File: src/rtl/trace_feeder.sv
`default_nettype none
// ============================================================================
// trace_feeder : buffers loader trace records and issues them to the cache
//                model one access per slot, with gap pacing and stall hold.
// Rev 1.0
// ============================================================================
module trace_feeder #(
  parameter int DEPTH  = 8,
  parameter int ADDR_W = 32,
  parameter int GAP    = 0
) (
  input  logic              clk,
  input  logic              rst_n,
  input  logic              in_valid,
  output logic              in_ready,
  input  logic [1:0]        in_op,
  input  logic [ADDR_W-1:0] in_addr,
  input  logic              in_last,
  input  logic              stall,
  output logic              acc_valid,
  output logic [1:0]        Access_type,
  output logic [ADDR_W-1:0] Hex_address,
  output logic              done,
  output logic              err_op,
  output logic [31:0]       cnt_read,
  output logic [31:0]       cnt_write,
  output logic [31:0]       cnt_inval
);
  localparam int            AW         = $clog2(DEPTH);
  localparam logic [7:0]    GAP_LOAD   = 8'((GAP > 0) ? GAP - 1 : 0);
  localparam logic [AW:0]   PTR_ONE    = (AW + 1)'(1);
  localparam logic [AW-1:0] IDX_ONE    = AW'(1);
  localparam logic [1:0]    OP_READ    = 2'd0;
  localparam logic [1:0]    OP_WRITE   = 2'd1;
  localparam logic [1:0]    OP_ILLEGAL = 2'd3;

  typedef enum logic [1:0] {
    S_IDLE  = 2'd0,
    S_ISSUE = 2'd1,
    S_WAIT  = 2'd2,
    S_DONE  = 2'd3
  } state_t;

  state_t            state_q, state_d;
  logic [1:0]        mem_op_q   [DEPTH];
  logic [ADDR_W-1:0] mem_addr_q [DEPTH];
  logic [DEPTH-1:0]  mem_last_q;
  logic [AW:0]       wr_ptr_q, rd_ptr_q;
  logic [7:0]        gap_q, gap_d;
  logic              acc_valid_q, last_q, last_seen_q, err_q;
  logic [1:0]        type_q;
  logic [ADDR_W-1:0] addr_q;
  logic [31:0]       cnt_rd_q, cnt_wr_q, cnt_iv_q;

  logic [AW-1:0]     w_wr_idx, w_rd_idx, w_prev_idx;
  logic              w_full, w_empty, w_accept, w_push, w_drop;
  logic              w_mark, w_term, w_avail, w_head_last, w_issue;

  function automatic logic [31:0] sat_inc(input logic [31:0] v);
    return (v == 32'hFFFF_FFFF) ? v : v + 32'd1;
  endfunction

  assign w_wr_idx   = wr_ptr_q[AW-1:0];
  assign w_rd_idx   = rd_ptr_q[AW-1:0];
  assign w_prev_idx = w_wr_idx - IDX_ONE;
  assign w_empty    = (wr_ptr_q == rd_ptr_q);
  assign w_full     = (wr_ptr_q[AW] != rd_ptr_q[AW]) && (w_wr_idx == w_rd_idx);
  assign done       = (state_q == S_DONE);
  assign in_ready   = rst_n && !w_full && !done && !last_seen_q;
  assign w_accept   = in_valid && in_ready;
  assign w_push     = w_accept && (in_op != OP_ILLEGAL);
  assign w_drop     = w_accept && (in_op == OP_ILLEGAL);
  // A dropped final record hands its last flag to the newest buffered entry,
  // or ends the trace outright when nothing is left to issue.
  assign w_mark     = w_drop && in_last && !w_empty;
  assign w_term     = w_drop && in_last && w_empty;
  assign w_avail    = !w_empty && !stall;
  assign w_head_last = mem_last_q[w_rd_idx] || (w_mark && (w_rd_idx == w_prev_idx));

  always_comb begin
    state_d = state_q;
    gap_d   = gap_q;
    w_issue = 1'b0;
    case (state_q)
      S_IDLE: begin
        if (w_avail) begin
          state_d = S_ISSUE;
          w_issue = 1'b1;
        end
      end
      S_ISSUE: begin
        if (last_q) begin
          state_d = S_DONE;
        end else if (GAP > 0) begin
          state_d = S_WAIT;
          gap_d   = GAP_LOAD;
        end else if (w_avail) begin
          state_d = S_ISSUE;
          w_issue = 1'b1;
        end else begin
          state_d = S_IDLE;
        end
      end
      S_WAIT: begin
        if (gap_q != 8'd0) begin
          gap_d = gap_q - 8'd1;
        end else if (w_avail) begin
          state_d = S_ISSUE;
          w_issue = 1'b1;
        end else begin
          state_d = S_IDLE;
        end
      end
      S_DONE:  state_d = S_DONE;
      default: state_d = S_IDLE;
    endcase
    if (w_term) begin
      state_d = S_DONE;
      w_issue = 1'b0;
    end
  end

  // Storage needs no reset: the pointers alone define what is valid.
  always_ff @(posedge clk) begin
    if (w_push) begin
      mem_op_q[w_wr_idx]   <= in_op;
      mem_addr_q[w_wr_idx] <= in_addr;
      mem_last_q[w_wr_idx] <= in_last;
    end
    if (w_mark) begin
      mem_last_q[w_prev_idx] <= 1'b1;
    end
  end

  always_ff @(posedge clk) begin
    if (!rst_n) begin
      state_q     <= S_IDLE;
      gap_q       <= 8'd0;
      wr_ptr_q    <= '0;
      rd_ptr_q    <= '0;
      acc_valid_q <= 1'b0;
      last_q      <= 1'b0;
      last_seen_q <= 1'b0;
      err_q       <= 1'b0;
      type_q      <= 2'd0;
      addr_q      <= '0;
      cnt_rd_q    <= 32'd0;
      cnt_wr_q    <= 32'd0;
      cnt_iv_q    <= 32'd0;
    end else begin
      state_q     <= state_d;
      gap_q       <= gap_d;
      acc_valid_q <= w_issue;
      if (w_push)              wr_ptr_q    <= wr_ptr_q + PTR_ONE;
      if (w_accept && in_last) last_seen_q <= 1'b1;
      if (w_drop)              err_q       <= 1'b1;
      if (w_issue) begin
        rd_ptr_q <= rd_ptr_q + PTR_ONE;
        type_q   <= mem_op_q[w_rd_idx];
        addr_q   <= mem_addr_q[w_rd_idx];
        last_q   <= w_head_last;
        case (mem_op_q[w_rd_idx])
          OP_READ:  cnt_rd_q <= sat_inc(cnt_rd_q);
          OP_WRITE: cnt_wr_q <= sat_inc(cnt_wr_q);
          default:  cnt_iv_q <= sat_inc(cnt_iv_q);
        endcase
      end
    end
  end

  assign acc_valid   = acc_valid_q;
  assign Access_type = type_q;
  assign Hex_address = addr_q;
  assign err_op      = err_q;
  assign cnt_read    = cnt_rd_q;
  assign cnt_write   = cnt_wr_q;
  assign cnt_inval   = cnt_iv_q;

endmodule
`default_nettype wire

File: config.mk
export PLATFORM = sky130hd
export DESIGN_NAME = trace_feeder
export DESIGN_NICKNAME = d
export VERILOG_FILES = /design/src/rtl/trace_feeder.sv
export SDC_FILE = /design/constraint.sdc
export NUM_CORES = 1
export LEC_CHECK = 0
export ABC_AREA = 1
export CAP_MARGIN = 20
export CORE_MARGIN = 10
export CORE_UTILIZATION = 55
export DETAILED_ROUTE_END_ITERATION = 10
export GPL_TIMING_DRIVEN = 0
export PLACE_DENSITY = 0.81
export RECOVER_POWER = 25
export SYNTH_ARGS = -nofsm -noshare
export SYNTH_HDL_FRONTEND = slang
export SYNTH_SLANG_ARGS = --single-unit
File: constraint.sdc
create_clock -name clk -period 4.65 [get_ports clk]
set_clock_uncertainty 0.05 [all_clocks]
set_input_delay 1.1625 -clock clk [delete_from_list [all_inputs] [get_ports clk]]
set_output_delay 1.1625 -clock clk [all_outputs]
set_load 0.01 [all_outputs]
==> results.json <==
{
  "status": "completed",
  "regArea_mm2": 0.0114,
  "remaining_drc_errors": 0,
  "ant_nets": 0,
  "synth_nets": 2220,
  "synth.area.top_cells": "edfxtp_1 (42%), dfxtp_1 (17%), nand2_1 (9.9%)",
  "ctsResizeCount": 0,
  "utilization_pct": 67.7,
  "cts.path.max_buffers": 3,
  "irDropWorstVdd_mv": 0.370,
  "drive_above_1_share_pct": 6.57,
  "clk_latency_ns": 0.57,
  "reg2reg_from": "rd_ptr_q[2]$_SDFFE_PN0P_",
  "synth_edf_count": 272,
  "wirelength_mm": 57.6,
  "initial_core_util_pct": 56.1,
  "reg2reg_slack_ns": 1.79,
  "startpoint_type": "primary input",
  "core_area_mm2": 0.0347,
  "fillers": 2746,
  "ys_seq_elements": 435,
  "vias_per_cell": 5.81,
  "drtIter0Drc": 2058,
  "hold_depth": 2,
  "die-height_um": 208,
  "period_minus_slack_ns": 4.21,
  "cts_sinks": 435,
  "die_x_um": 208,
  "cts_tree": "done",
  "antenna_found_initial": 3,
  "setup_tns_ns": 0,
  "holdBufCountCts": 0,
  "worstRegToRegCells": 9,
  "highest_layer": "met5",
  "tightest_slew_ns": 0.778,
  "netlist_instances": 2173,
  "wirelength_met1_mm": 22.7,
  "critPathKind": "in2out",
  "slowest_delay_ns": 0.56,
  "p_per_area_mw_per_mm2": 409,
  "max_slew_margin_pct": 48.1,
  "route.met3.wl_mm": 5.67,
  "final_nets": 2446,
  "grt_pass1_wl_mm": 89.7,
  "setup_violations": 0,
  "mappedNetlistArea_mm2": 0.0195,
  "ys.warnings.count": 0,
  "fin_worst_hold_slack_ns": 0.413,
  "first_pass_iters": 7,
  "cp_max_fo": 8,
  "min_to": "last_seen_q$_SDFFE_PN0P_",
  "multi_input_area_mm2": 0.00713,
  "grt_util_all_layers_pct": 25.5,
  "path_clk_slew_ns": 0.06,
  "cpMostUsedCell": "clkdlybuf4s50_1",
  "synth_flop_cell": "edfxtp_1",
  "dr_wl_met2_mm": 27.6,
  "syn_to_final_growth_pct": 20.8,
  "post_synth.cell_area_avg_um2": 8.95,
  "ios": 173,
  "crit_arrival_ns": 3.00,
  "hold_viol": 0,
  "die_area_mm2": 0.0433,
  "yosysTopAreaCellShare_pct": 42.0,
  "hpwlAfterDp_mm": 39.6,
  "grt_pass1_vias": 16400,
  "drv_slew": 0,
  "h-tree-depth": 2,
  "grt_max_degree": 27,
  "maxCapViolCount": 0,
  "r2r-end": "mem_addr_q[0][14]$_DFFE_PP_",
  "avgRoutedWirePerCell_um": 19.9,
  "row_count": 68,
  "worstHoldStart": "last_seen_q$_SDFFE_PN0P_",
  "fmax_ghz": 0.237,
  "worstPathRequired_ns": 3.44,
  "synth_cell_types": 35,
  "p_leak_nw": 8.21,
  "hold_class": "reg2reg",
  "portBuffers": 172,
  "slowest_stage": "clkdlybuf4s50_1",
  "cts_root_buf": "clkbuf_16",
  "cts_buffers": 44,
  "overflow": 0,
  "worstSetupEndpointType": "output pin",
  "synth_largest_area_cell": "edfxtp_1",
  "seq_area_frac_synth_pct": 58.7,
  "vias": 16800,
  "timing.final.crit_share_pct": 90.6,
  "cp_cell_sequence": "clkdlybuf4s50_1 -> inv_2 -> nor3_1 -> nand2_1 -> inv_1 -> clkdlybuf4s50_1",
  "place_congestion": 0.947,
  "rsz0062_at_grt": "false",
  "cts_setup_buffers": 0,
  "synthArstFlopShare_pct": 0
}
## cells by family (layout without fill, tap and decap cells)
| group | after synthesis | in the layout | synth area share (%) |
|---|---|---|---|
| simple gates | 1049 | 1049 | 22.4 |
| xor+xnor | 51 | 51 | 2.30 |
| flops | 435 | 435 | 58.7 |
| buf+inv | 223 | 484 | 4.94 |
| other cells | 0 | 1 | 0 |
| compound gates | 407 | 407 | 11.1 |
| fa+ha+maj | 8 | 8 | 0.514 |
## through the flow
stage	std cells	power [W]	setup slack, ns	cell area [um^2]
floorplan	2173	0.00527	0.761	19500
global placement	2800	0.00587	-1.44	21700
detailed placement	2808	0.00593	0.470	22000
CTS	2889	0.00960	0.484	23500
global route	2889	0.00993	0.343	23500
finish	2890	0.00961	0.438	23500
## worst max-delay path, delay by kind of cell
family                 cells  cell delay (ns)
and+or+nand+nor            2             0.46
buffers and inverters      4             1.36
## worst max path at each step
| stage | slack [ns] | from | cells after the start | to |
|---|---|---|---|---|
| after floorplan | 0.76 | rst_n | 5 | mem_addr_q[0][0]$_DFFE_PP_ |
| after global placement | -1.44 | rst_n | 6 | mem_addr_q[3][31]$_DFFE_PP_ |
| after detailed placement | 0.47 | rst_n | 6 | in_ready |
| after CTS | 0.48 | rst_n | 6 | in_ready |
| after global routing | 0.34 | rst_n | 6 | in_ready |
| final | 0.44 | rst_n | 6 | in_ready |
## area by class of cell
class                      count  share of cell area [%]
clock inverter                19                    1.13
multi-input combinational   1515                    30.3
sequential                   435                    48.6
antenna                        1                  0.0106
tap                          455                    2.42
inverter                     122                    1.97
timing repair buffer         180                    8.03
clock buffer                  62                    5.40
buffer                       101                    2.12
## layout by cell type, fill, tap and decap left out, types with 6 or more instances in the layout
master,n
xnor2_1,15
a31oi_1,32
buf_4,6
nor3_1,29
clkbuf_1,73
nand3b_1,15
ha_1,8
nand2_2,7
nor2_1,345
o21ai_0,205
dfxtp_1,163
a21oi_1,102
edfxtp_1,272
clkbuf_16,44
buf_12,7
o22ai_1,66
clkinv_2,7
clkbuf_8,10
nand4_1,19
nor2_4,11
buf_6,10
inv_1,115
dlygate4sd3_1,27
xor2_1,36
buf_2,18
nor2_2,8
clkdlybuf4s50_1,145
nand3_1,89
nand2_1,512
## flip-flops by register name (all words and copies together), names as in the netlist, named ones only
| register | flops |
|---|---|
| Hex_address | 32 |
| Access_type | 2 |
| err_op | 1 |
| cnt_read | 32 |
| cnt_write | 32 |
| cnt_inval | 32 |
| gap_q | 8 |
| last_q | 1 |
| wr_ptr_q | 4 |
| rd_ptr_q | 4 |
| state_q | 2 |
| acc_valid | 1 |
| last_seen_q | 1 |
| mem_last_q | 8 |
| mem_addr_q | 256 |
| mem_op_q | 16 |
## cells in the mapped netlist (3+ instances only)
library cell	instances
inv_2	5
buf_4	6
dfxtp_1	163
nor2_4	3
nand3b_1	15
a21oi_1	102
nand4_1	19
xor2_1	36
nor2_2	8
a31oi_1	32
buf_6	10
o22ai_1	66
ha_1	8
nand2_1	512
clkbuf_1	65
xnor2_1	15
o21ai_0	205
buf_2	18
nand3_1	89
nand2_4	4
nand2_2	7
edfxtp_1	272
inv_1	115
nor2_1	353
nor3_1	29
## where the power goes
part	switching [W]	internal, W	total [W]
clock network	0.00153	0.00220	0.00372
registers	0.000112	0.00423	0.00434
logic	0.00102	0.000515	0.00154
total	0.00267	0.00694	0.00961
## per-layer routing
metal,global-route usage (%),up-vias
met5,0,-
met4,8.57,4
met3,5.09,139
met2,42.7,880
met1,32.3,7952
li1,-,7829
(Power assumes the default switching activity.)
